[config.mk]
export PLATFORM = sky130hd
export DESIGN_NAME = csela_rr_scheduler_flat
export DESIGN_NICKNAME = d
export VERILOG_FILES = /design/src/rtl/csela_rr_scheduler_pkg.sv /design/src/rtl/csela_rr_scheduler_if.sv /design/src/rtl/carray_select_adder.sv /design/src/rtl/csela_rr_scheduler_rr_arbiter.sv /design/src/rtl/csela_rr_scheduler.sv /design/src/flat_wrapper.sv
export SDC_FILE = /design/constraint.sdc
export NUM_CORES = 1
export LEC_CHECK = 0
export ABC_CLOCK_PERIOD_IN_PS = 6350
export CORE_ASPECT_RATIO = 1.4
export CORE_UTILIZATION = 49
export DETAILED_ROUTE_END_ITERATION = 7
export HOLD_SLACK_MARGIN = 0.08
export PLACE_DENSITY_LB_ADDON = 0.25
export SYNTH_ARGS = -nofsm -noshare
export SYNTH_HDL_FRONTEND = slang
export SYNTH_SLANG_ARGS = --single-unit
[constraint.sdc]
create_clock -name clk -period 6.35 [get_ports clk]
set_input_delay 1.27 -clock clk [delete_from_list [all_inputs] [get_ports clk]]
set_output_delay 1.27 -clock clk [all_outputs]
set_load 0.01 [all_outputs]
[src/rtl/csela_rr_scheduler_pkg.sv]
// Shared constants and types for the round-robin adder scheduler.
// The optional per-lane grant statistics are enabled with CSELA_RR_STATS_EN.
package csela_sched_pkg;

    localparam int unsigned DEF_NUM_REQ     = 4;
    localparam int unsigned DEF_ADDER_WIDTH = 8;

    localparam int unsigned           STATS_W   = 16;
    localparam logic [STATS_W-1:0]    STATS_MAX = '1;

    typedef enum logic {
        IDLE,
        FULL
    } sched_state_e;

endpackage

[src/rtl/csela_rr_scheduler_if.sv]
// Request/response channel between the partial-product lanes and the scheduler.
// master = lane/accumulator side, slave = scheduler side.
interface csela_rr_scheduler_if
    import csela_sched_pkg::*;
#(
    parameter int unsigned NUM_REQ     = DEF_NUM_REQ,
    parameter int unsigned ADDER_WIDTH = DEF_ADDER_WIDTH,
    parameter int unsigned ID_W        = $clog2(NUM_REQ)
);
    logic [NUM_REQ-1:0]             req_valid;
    logic [NUM_REQ-1:0]             req_ready;
    logic [NUM_REQ*ADDER_WIDTH-1:0] req_operand;
    logic [NUM_REQ-1:0]             req_carry;
    logic                           rsp_valid;
    logic                           rsp_ready;
    logic [ADDER_WIDTH-1:0]         rsp_sum;
    logic                           rsp_wrap;
    logic [ID_W-1:0]                rsp_id;

    modport master (
        output req_valid, req_operand, req_carry, rsp_ready,
        input  req_ready, rsp_valid, rsp_sum, rsp_wrap, rsp_id
    );

    modport slave (
        input  req_valid, req_operand, req_carry, rsp_ready,
        output req_ready, rsp_valid, rsp_sum, rsp_wrap, rsp_id
    );

endinterface

[src/rtl/carray_select_adder.sv]
// Carry-select incrementer: adds a single carry-in to an operand, upper half precomputed
// for both incoming carries.
module carray_select_adder #(
    parameter int unsigned WIDTH = 8
) (
    input  logic [WIDTH-1:0] i_a,
    input  logic             i_cin,
    output logic [WIDTH-1:0] o_sum,
    output logic             o_cout
);
    localparam int unsigned LO_W = WIDTH / 2;
    localparam int unsigned HI_W = WIDTH - LO_W;

    logic [LO_W:0]   w_lo;
    logic [HI_W-1:0] w_hi0;
    logic [HI_W:0]   w_hi1;

    assign w_lo  = {1'b0, i_a[LO_W-1:0]} + {{LO_W{1'b0}}, i_cin};
    assign w_hi0 = i_a[WIDTH-1:LO_W];
    assign w_hi1 = {1'b0, i_a[WIDTH-1:LO_W]} + {{HI_W{1'b0}}, 1'b1};

    assign o_sum  = {(w_lo[LO_W] ? w_hi1[HI_W-1:0] : w_hi0), w_lo[LO_W-1:0]};
    assign o_cout = w_lo[LO_W] & w_hi1[HI_W];

endmodule

[src/rtl/csela_rr_scheduler_rr_arbiter.sv]
// Combinational round-robin arbiter: first set request at or above the pointer, wrapping.
module rr_arbiter #(
    parameter int unsigned NUM_REQ = 4,
    parameter int unsigned ID_W    = $clog2(NUM_REQ)
) (
    input  logic [NUM_REQ-1:0] i_req,
    input  logic [ID_W-1:0]    i_ptr,
    output logic [NUM_REQ-1:0] o_gnt,
    output logic [ID_W-1:0]    o_idx,
    output logic               o_any
);
    logic [ID_W-1:0] w_j;

    always_comb begin
        o_gnt = '0;
        o_idx = '0;
        o_any = 1'b0;
        w_j   = '0;
        for (int k = 0; k < int'(NUM_REQ); k++) begin
            w_j = ID_W'((int'(i_ptr) + k) % int'(NUM_REQ));
            if (!o_any && i_req[w_j]) begin
                o_any      = 1'b1;
                o_gnt[w_j] = 1'b1;
                o_idx      = w_j;
            end
        end
    end

endmodule

[src/rtl/csela_rr_scheduler.sv]
// Shares one carry-select incrementer among NUM_REQ lanes, round-robin, with a
// one-deep registered response slot. CSELA_RR_STATS_EN adds per-lane grant counters.
module csela_rr_scheduler
    import csela_sched_pkg::*;
#(
    parameter int unsigned ADDER_WIDTH = DEF_ADDER_WIDTH,
    parameter int unsigned NUM_REQ     = DEF_NUM_REQ,
    parameter int unsigned ID_W        = $clog2(NUM_REQ)
) (
    input  logic                         clk,
    input  logic                         rst_n,
`ifdef CSELA_RR_STATS_EN
    input  logic                         stats_clr,
    output logic [NUM_REQ*STATS_W-1:0]   grant_count,
`endif
    csela_rr_scheduler_if.slave          bus
);
    sched_state_e           r_state, w_state_nxt;
    logic [ID_W-1:0]        r_ptr, r_id, w_idx;
    logic [ADDER_WIDTH-1:0] r_sum, w_operand, w_sum;
    logic                   r_wrap, w_carry, w_cout;
    logic                   w_slot_free, w_accept, w_any;
    logic [NUM_REQ-1:0]     w_gnt, w_req_ready;

    rr_arbiter #(
        .NUM_REQ (NUM_REQ),
        .ID_W    (ID_W)
    ) u_arb (
        .i_req (bus.req_valid),
        .i_ptr (r_ptr),
        .o_gnt (w_gnt),
        .o_idx (w_idx),
        .o_any (w_any)
    );

    // Slot frees in the same cycle the held response drains, giving full throughput.
    assign w_slot_free = (r_state == IDLE) || bus.rsp_ready;
    assign w_req_ready = w_gnt & {NUM_REQ{w_slot_free & rst_n}};
    assign w_accept    = w_any & |(bus.req_valid & w_req_ready);

    assign w_operand = bus.req_operand[w_idx*ADDER_WIDTH +: ADDER_WIDTH];
    assign w_carry   = bus.req_carry[w_idx];

    carray_select_adder #(
        .WIDTH (ADDER_WIDTH)
    ) u_add (
        .i_a    (w_operand),
        .i_cin  (w_carry),
        .o_sum  (w_sum),
        .o_cout (w_cout)
    );

    always_comb begin
        w_state_nxt = r_state;
        unique case (r_state)
            IDLE:    if (w_accept) w_state_nxt = FULL;
            FULL:    if (bus.rsp_ready && !w_accept) w_state_nxt = IDLE;
            default: w_state_nxt = IDLE;
        endcase
    end

    always_ff @(posedge clk or negedge rst_n) begin
        if (!rst_n) begin
            r_state <= IDLE;
            r_ptr   <= '0;
            r_sum   <= '0;
            r_wrap  <= 1'b0;
            r_id    <= '0;
        end else begin
            r_state <= w_state_nxt;
            if (w_accept) begin
                r_sum  <= w_sum;
                r_wrap <= w_cout;
                r_id   <= w_idx;
                r_ptr  <= (32'(w_idx) == NUM_REQ - 1) ? '0 : w_idx + 1'b1;
            end
        end
    end

    assign bus.req_ready = w_req_ready;
    assign bus.rsp_valid = (r_state == FULL);
    assign bus.rsp_sum   = r_sum;
    assign bus.rsp_wrap  = r_wrap;
    assign bus.rsp_id    = r_id;

`ifdef CSELA_RR_STATS_EN
    for (genvar gi = 0; gi < int'(NUM_REQ); gi++) begin : g_stats
        logic [STATS_W-1:0] r_cnt;
        always_ff @(posedge clk or negedge rst_n) begin
            if (!rst_n) begin
                r_cnt <= '0;
            end else if (stats_clr) begin
                r_cnt <= '0;
            end else if (w_accept && (w_idx == ID_W'(gi)) && (r_cnt != STATS_MAX)) begin
                r_cnt <= r_cnt + 1'b1;
            end
        end
        assign grant_count[gi*STATS_W +: STATS_W] = r_cnt;
    end
`endif

endmodule
[src/flat_wrapper.sv]
// flat-port wrapper written by rule: the top's interface ports become plain ports
module csela_rr_scheduler_flat import csela_sched_pkg::*;
#(
    parameter int unsigned ADDER_WIDTH = DEF_ADDER_WIDTH,
    parameter int unsigned NUM_REQ     = DEF_NUM_REQ,
    parameter int unsigned ID_W        = $clog2(NUM_REQ)
)
  (clk, rst_n, bus_req_valid, bus_req_operand, bus_req_carry, bus_rsp_ready, bus_req_ready, bus_rsp_valid, bus_rsp_sum, bus_rsp_wrap, bus_rsp_id);
  csela_rr_scheduler_if #(.NUM_REQ(NUM_REQ), .ADDER_WIDTH(ADDER_WIDTH), .ID_W(ID_W)) bus_i ();
  input  logic clk;
  input  logic rst_n;
  input wire logic [$bits(bus_i.req_valid)-1:0] bus_req_valid;
  input wire logic [$bits(bus_i.req_operand)-1:0] bus_req_operand;
  input wire logic [$bits(bus_i.req_carry)-1:0] bus_req_carry;
  input wire logic [$bits(bus_i.rsp_ready)-1:0] bus_rsp_ready;
  output wire logic [$bits(bus_i.req_ready)-1:0] bus_req_ready;
  output wire logic [$bits(bus_i.rsp_valid)-1:0] bus_rsp_valid;
  output wire logic [$bits(bus_i.rsp_sum)-1:0] bus_rsp_sum;
  output wire logic [$bits(bus_i.rsp_wrap)-1:0] bus_rsp_wrap;
  output wire logic [$bits(bus_i.rsp_id)-1:0] bus_rsp_id;
  assign bus_i.req_valid = bus_req_valid;
  assign bus_i.req_operand = bus_req_operand;
  assign bus_i.req_carry = bus_req_carry;
  assign bus_i.rsp_ready = bus_rsp_ready;
  assign bus_req_ready = bus_i.req_ready;
  assign bus_rsp_valid = bus_i.rsp_valid;
  assign bus_rsp_sum = bus_i.rsp_sum;
  assign bus_rsp_wrap = bus_i.rsp_wrap;
  assign bus_rsp_id = bus_i.rsp_id;
  csela_rr_scheduler #(.ADDER_WIDTH(ADDER_WIDTH), .NUM_REQ(NUM_REQ), .ID_W(ID_W)) u_core (.clk(clk), .rst_n(rst_n), .bus(bus_i));
endmodule
# Yosys cells after proc, flatten, opt, wreduce, memory -nomap -nowiden
# Cells that the tools add are included.
# op_classes
n_addsub	6
magnitude_cmp	9
n_eq_ne	1
n_shift	1
mux	35
bitwise_logic	9
reduce_logical	14
# ops
cell	count
$shiftx A32 B6 Y8	1
$mux W4	5
$lt A2 B3 Y1 const B	5
$mux W1	15
$or A4 B4 Y4	3
$bmux W1 S2	5
$mux W2	5
$and A4 B4 Y4	2
$demux W1 S2	4
$ge A2 B1 Y1 const B	4
$logic_and A1 B1 Y1	8
$add A4 B1 Y5	1
$add A4 B1 Y5 const B	1
$add A2 B1 Y2 const B	2
$add A2 B2 Y2 const B	2
$logic_not A1 Y1	4
$reduce_or A4 Y1	1
$and A1 B1 Y1	3
$eq A2 B2 Y1 const B	1
$pmux W1 S2	1
$logic_or A1 B1 Y1	1
$not A1 Y1	1
# word_totals
register_bits	14
input_bits	43
output_inout_bits	16
elab_cells	80

# Logic depth before layout (Yosys ltp)
# logic_depth
ltp_word	20
ltp_mapped	17
depth_no_buf	13

# Hierarchy
# From an unflattened synthesis, not the netlist that was laid out.
# hier_totals
cells_unflattened	110
hier_area_um2	1411.4
# modules_own_cells
module	n_inst	cells_each	area_per_inst_um2
csela_rr_scheduler	1	50	857.1
rr_arbiter	1	45	421.7
carray_select_adder	1	15	132.6

# Least setup slack after synthesis
# OpenSTA, ideal clock, no wires.
# synth_timing
path_kind	input to register
start	in bus_req_valid[2]
end	reg u_core.r_sum[7] (netlist: u_core.bus.rsp_sum[7])
setup_time_ps	125
t_arrival_ps	4002
required_ps	6225
slack_ps	2223
stages	15
path_cell_list	buf_6 mux2_2 o32ai_1 nor2_2 buf_6 buf_2 mux2_2 nor2_1 a21oi_1 ha_1 ha_1 o311a_1 nor4b_4 xnor2_1 mux2_4
# synth_between
elab_chain_cells	16
word_cells_on_any_way	39
classes_between	add/sub: 2; shift: 1; mux: 23; bitwise: 6; reduce/logical: 7
# synth_lines
item	line	rtl
start: declaration	flat_wrapper.sv:12	input wire logic [$bits(bus_i.req_valid)-1:0] bus_req_valid;
parallel branches: the longest is 16 deep, another holds $bmux W1 S2	-	
end signal: assignment	csela_rr_scheduler.sv:72	r_sum <= w_sum;
end: declaration	csela_rr_scheduler.sv:20	logic [ADDER_WIDTH-1:0] r_sum, w_operand, w_sum;
# Several ways; the timed one is not identified. The select of a mux whose other input is x is not followed.
# A chain may end at the register's enable or synchronous reset.

# Final worst setup path
# layout_timing
start	in bus_req_valid[1]
end	out bus_req_ready[3]
# layout_between
elab_chain_cells	13
word_cells_on_any_way	25
classes_between	mux: 15; bitwise: 4; reduce/logical: 6
# layout_lines
item	line	rtl
$bmux W1 S2	csela_rr_scheduler_rr_arbiter.sv:21	if (!o_any && i_req[w_j]) begin
$mux W1 (implied by the code)	csela_rr_scheduler_rr_arbiter.sv:21	
$mux W1	csela_rr_scheduler_rr_arbiter.sv:21	
$logic_not A1 Y1	csela_rr_scheduler_rr_arbiter.sv:21	
$logic_and A1 B1 Y1	csela_rr_scheduler_rr_arbiter.sv:21	
$mux W1	csela_rr_scheduler_rr_arbiter.sv:21	
$logic_not A1 Y1	csela_rr_scheduler_rr_arbiter.sv:21	
$logic_and A1 B1 Y1	csela_rr_scheduler_rr_arbiter.sv:21	
$mux W1	csela_rr_scheduler_rr_arbiter.sv:21	
$logic_not A1 Y1	csela_rr_scheduler_rr_arbiter.sv:21	
$logic_and A1 B1 Y1	csela_rr_scheduler_rr_arbiter.sv:21	
$mux W4 (*)	csela_rr_scheduler_rr_arbiter.sv:21	
$and A4 B4 Y4 (*)	csela_rr_scheduler.sv:38	assign w_req_ready = w_gnt & {NUM_REQ{w_slot_free & rst_n}};
end: declaration	flat_wrapper.sv:16	output wire logic [$bits(bus_i.req_ready)-1:0] bus_req_ready;
# Every way passes the cells marked *; elsewhere a longest branch is shown, timed or not. The select of a mux whose other input is x is not followed.

==> impl_metrics.py <==
metrics = {
    "route": {
        "via_per_inst": 5.74,
        "wl_per_cell_um": 14.7,
        "vias": 1498,
        "drc": 0,
        "routed_wl_um": 3850,
        "ant_nets": 0,
        "drtPass1Iterations": 4,
        "drtIter0Drc": 35,
    },
    "global_route": {
        "gr-usage-met3_pct": 2.61,
        "grtUsageMet1_pct": 24.6,
        "grtUsageMet2_pct": 46.8,
        "first_global_vias": 1556,
        "grt_use_total_pct": 23.5,
        "grt_pass1_wl_um": 6520,
        "overflow": 0,
        "grt_max_degree": 26,
        "top_usage_layer": "met2",
        "antenna_found_initial": 0,
    },
    "cells_and_area": {
        "mostFrequentLayoutCells": "clkdlybuf4s50_1 (58), mux2_2 (21), mux2i_1 (18)",
        "n_antenna_cell": 0,
        "drive_gt1_share_pct": 14.4,
        "final_common_cell": "clkdlybuf4s50_1",
        "fin_util_pct": 70.6,
        "syn2layout_area_growth_pct": 36.7,
        "fin_area_mm2": 0.00220,
        "nets": 277,
    },
    "clock_network": {
        "cts_tree": "yes",
        "ctsLongestPathBuffers": 2,
        "post-cts-setup-buffer-count": 0,
        "cts_buffers": 3,
        "clock_sinks": 14,
        "cts-root-buf": "clkbuf_8",
        "htreeDepth": 1,
        "cts_hold_buffers": 0,
        "clkTransAtPathRegs_ns": 0.06,
        "postCtsResizedCells": 0,
        "clock_latency_ns": 0.24,
    },
    "die": {
        "ios": 59,
        "die_w_um": 50.5,
        "core-area_mm2": 0.00312,
        "initial_core_util_pct": 51.6,
        "dieHeight_um": 69.9,
        "die_area_mm2": 0.00353,
        "row_count": 24,
    },
    "worst_hold_path": {
        "hold_class": "register to register",
        "whs_endpoint": "u_core.bus.rsp_id[0]",
        "min_path_cells": 1,
        "min_from": "u_core.bus.rsp_id[0]",
    },
    "power_and_ir_drop": {
        "vdd_ir_drop_max_v": 0.000260,
        "p_per_area_mw_per_mm2": 486,
        "power_mw": 1.07,
        "p_leak_nw": 0.912,
    },
    "synth": {
        "syn_area_mm2": 0.00161,
        "synthArstFlopShare_pct": 100,
        "synth_edf_count": 0,
        "synthCells": 172,
        "synth_area_per_cell_um2": 9.38,
        "ys_types": 43,
        "synthFlopType": "dfrtp_1",
        "yosysSeqAreaShare_pct": 21.7,
        "synthesis.nets": 225,
        "yosys.area.top_type": "dfrtp_1",
        "synth_top_area_share_pct": 21.7,
        "yosys_warnings": 0,
        "synth_seq_cells": 14,
        "synth_top_cells_by_area": "dfrtp_1 (22%), mux2_2 (15%), mux2i_1 (11%)",
    },
    "critical_path": {
        "crit_arrival_ns": 3.93,
        "cp_data_required_time_ns": 5.08,
        "rr_worst_depth": 13,
        "cp_max_fo": 8,
        "reg2reg_slack_ns": 2.22,
        "r2r_end": "u_core.bus.rsp_sum[7]",
        "worst_setup_path_end_kind": "output port",
        "worstSetupPathType": "primary input to output port",
        "startpoint_type": "primary input",
        "rr_startpoint": "u_core.r_ptr[0]",
    },
    "sta": {
        "setup-tns-final_ns": 0,
        "rsz0062_at_grt": "false",
        "fin_crit_ns": 5.20,
        "drv_slew": 0,
        "timing.final.hold_violations": 0,
        "max_freq_mhz": 192,
        "period_share_pct": 82.0,
        "setup-violations-final": 0,
        "holdWs_ns": 0.510,
        "tightest_slew_ns": 0.673,
        "timing.slew.headroom_pct": 54.6,
        "finalClockSkew_ns": 0.00531,
    },
    "place": {
        "placed_area_mm2": 0.00216,
        "dp.final_hpwl_um": 3040,
        "place_congestion": 0.846,
        "numPortBuffers": 58,
    },
    "run": {
        "cap_violations": 0,
    },
    "outcome": {
        "status": "completed",
    },
}
[metrics by stage]
stage / setup slack (ns) / cells
after floorplan: 2.22 / 172
after global placement: 1.34 / 258
after detailed placement: 1.17 / 258
after CTS: 1.16 / 261
after global routing: 0.877 / 261
final: 1.15 / 261
[synth_stat cells (2+ instances only)]
cell type,instances
mux2_2,21
mux2i_1,18
nor2_1,16
a21oi_1,14
dfrtp_1,14
ha_1,10
nand2_1,10
a22oi_1,8
inv_1,6
buf_2,5
buf_6,4
o21ai_0,4
xnor2_1,4
nand3_1,3
nor3_1,3
o211ai_1,3
mux2_4,2
xor2_1,2
[cell families (layout without fill, tap and decap cells)]
| logic type | count (synthesis) | in the layout | synth area share [%] |
|---|---|---|---|
| AOI/OAI and AO/OA | 42 | 42 | 18.7 |
| xor gates and xnor gates | 6 | 6 | 3.26 |
| adders and majority gates | 10 | 10 | 7.76 |
| buffers and inverters | 18 | 68 | 6.75 |
| DFF | 14 | 14 | 21.7 |
| muxes | 42 | 42 | 29.3 |
| and+or+nand+nor | 40 | 40 | 12.5 |
[worst max path at each step]
stage	start	endpoint	slack, ns
finish	bus_req_valid[1]	bus_req_ready[3]	1.15
global route	bus_req_valid[1]	bus_req_ready[3]	0.88
CTS	bus_req_valid[1]	bus_req_ready[3]	1.16
detailed placement	bus_req_valid[1]	bus_req_ready[3]	1.17
global placement	bus_req_valid[1]	bus_req_ready[1]	1.34
floorplan	bus_req_valid[2]	u_core.bus.rsp_sum[7]	2.22
[final cells by class]
class / instances / area (um^2)
Multi-Input combinational cell: 140 / 1150
Inverter: 6 / 22.5
Sequential cell: 14 / 350
Clock buffer: 3 / 41.3
Timing Repair Buffer: 59 / 588
Fill cell: 247 / 918
Tap cell: 39 / 48.8
[report_power, final]
group,switching [mW],internal (mW)
Clock,0.0305,0.0419
Combinational,0.402,0.414
Sequential,0.0472,0.135
[registers in the layout (all words and copies together) (netlist names)]
signal	count
u_core.r_ptr	2
u_core.bus.rsp_sum	8
u_core.bus.rsp_valid	1
u_core.bus.rsp_wrap	1
u_core.bus.rsp_id	2
[critical path: stages]
cell and delay, ns:
clkdlybuf4s50_1 0.64, inv_1 0.17, or3_1 0.37, a21oi_1 0.15, a31oi_1 0.05, o21ai_0 0.46
a21oi_1 0.16, nor2_1 0.12, clkdlybuf4s50_1 0.55
[per-layer routing]
| layer | share of wire, % | up-vias |
|---|---|---|
| met5 | 0 | - |
| met4 | 1.2 | 0 |
| met3 | 5.4 | 7 |
| met2 | 56 | 56 |
| met1 | 38 | 698 |
| li1 | - | 737 |
No activity file was read; power rests on OpenSTA's default activity.
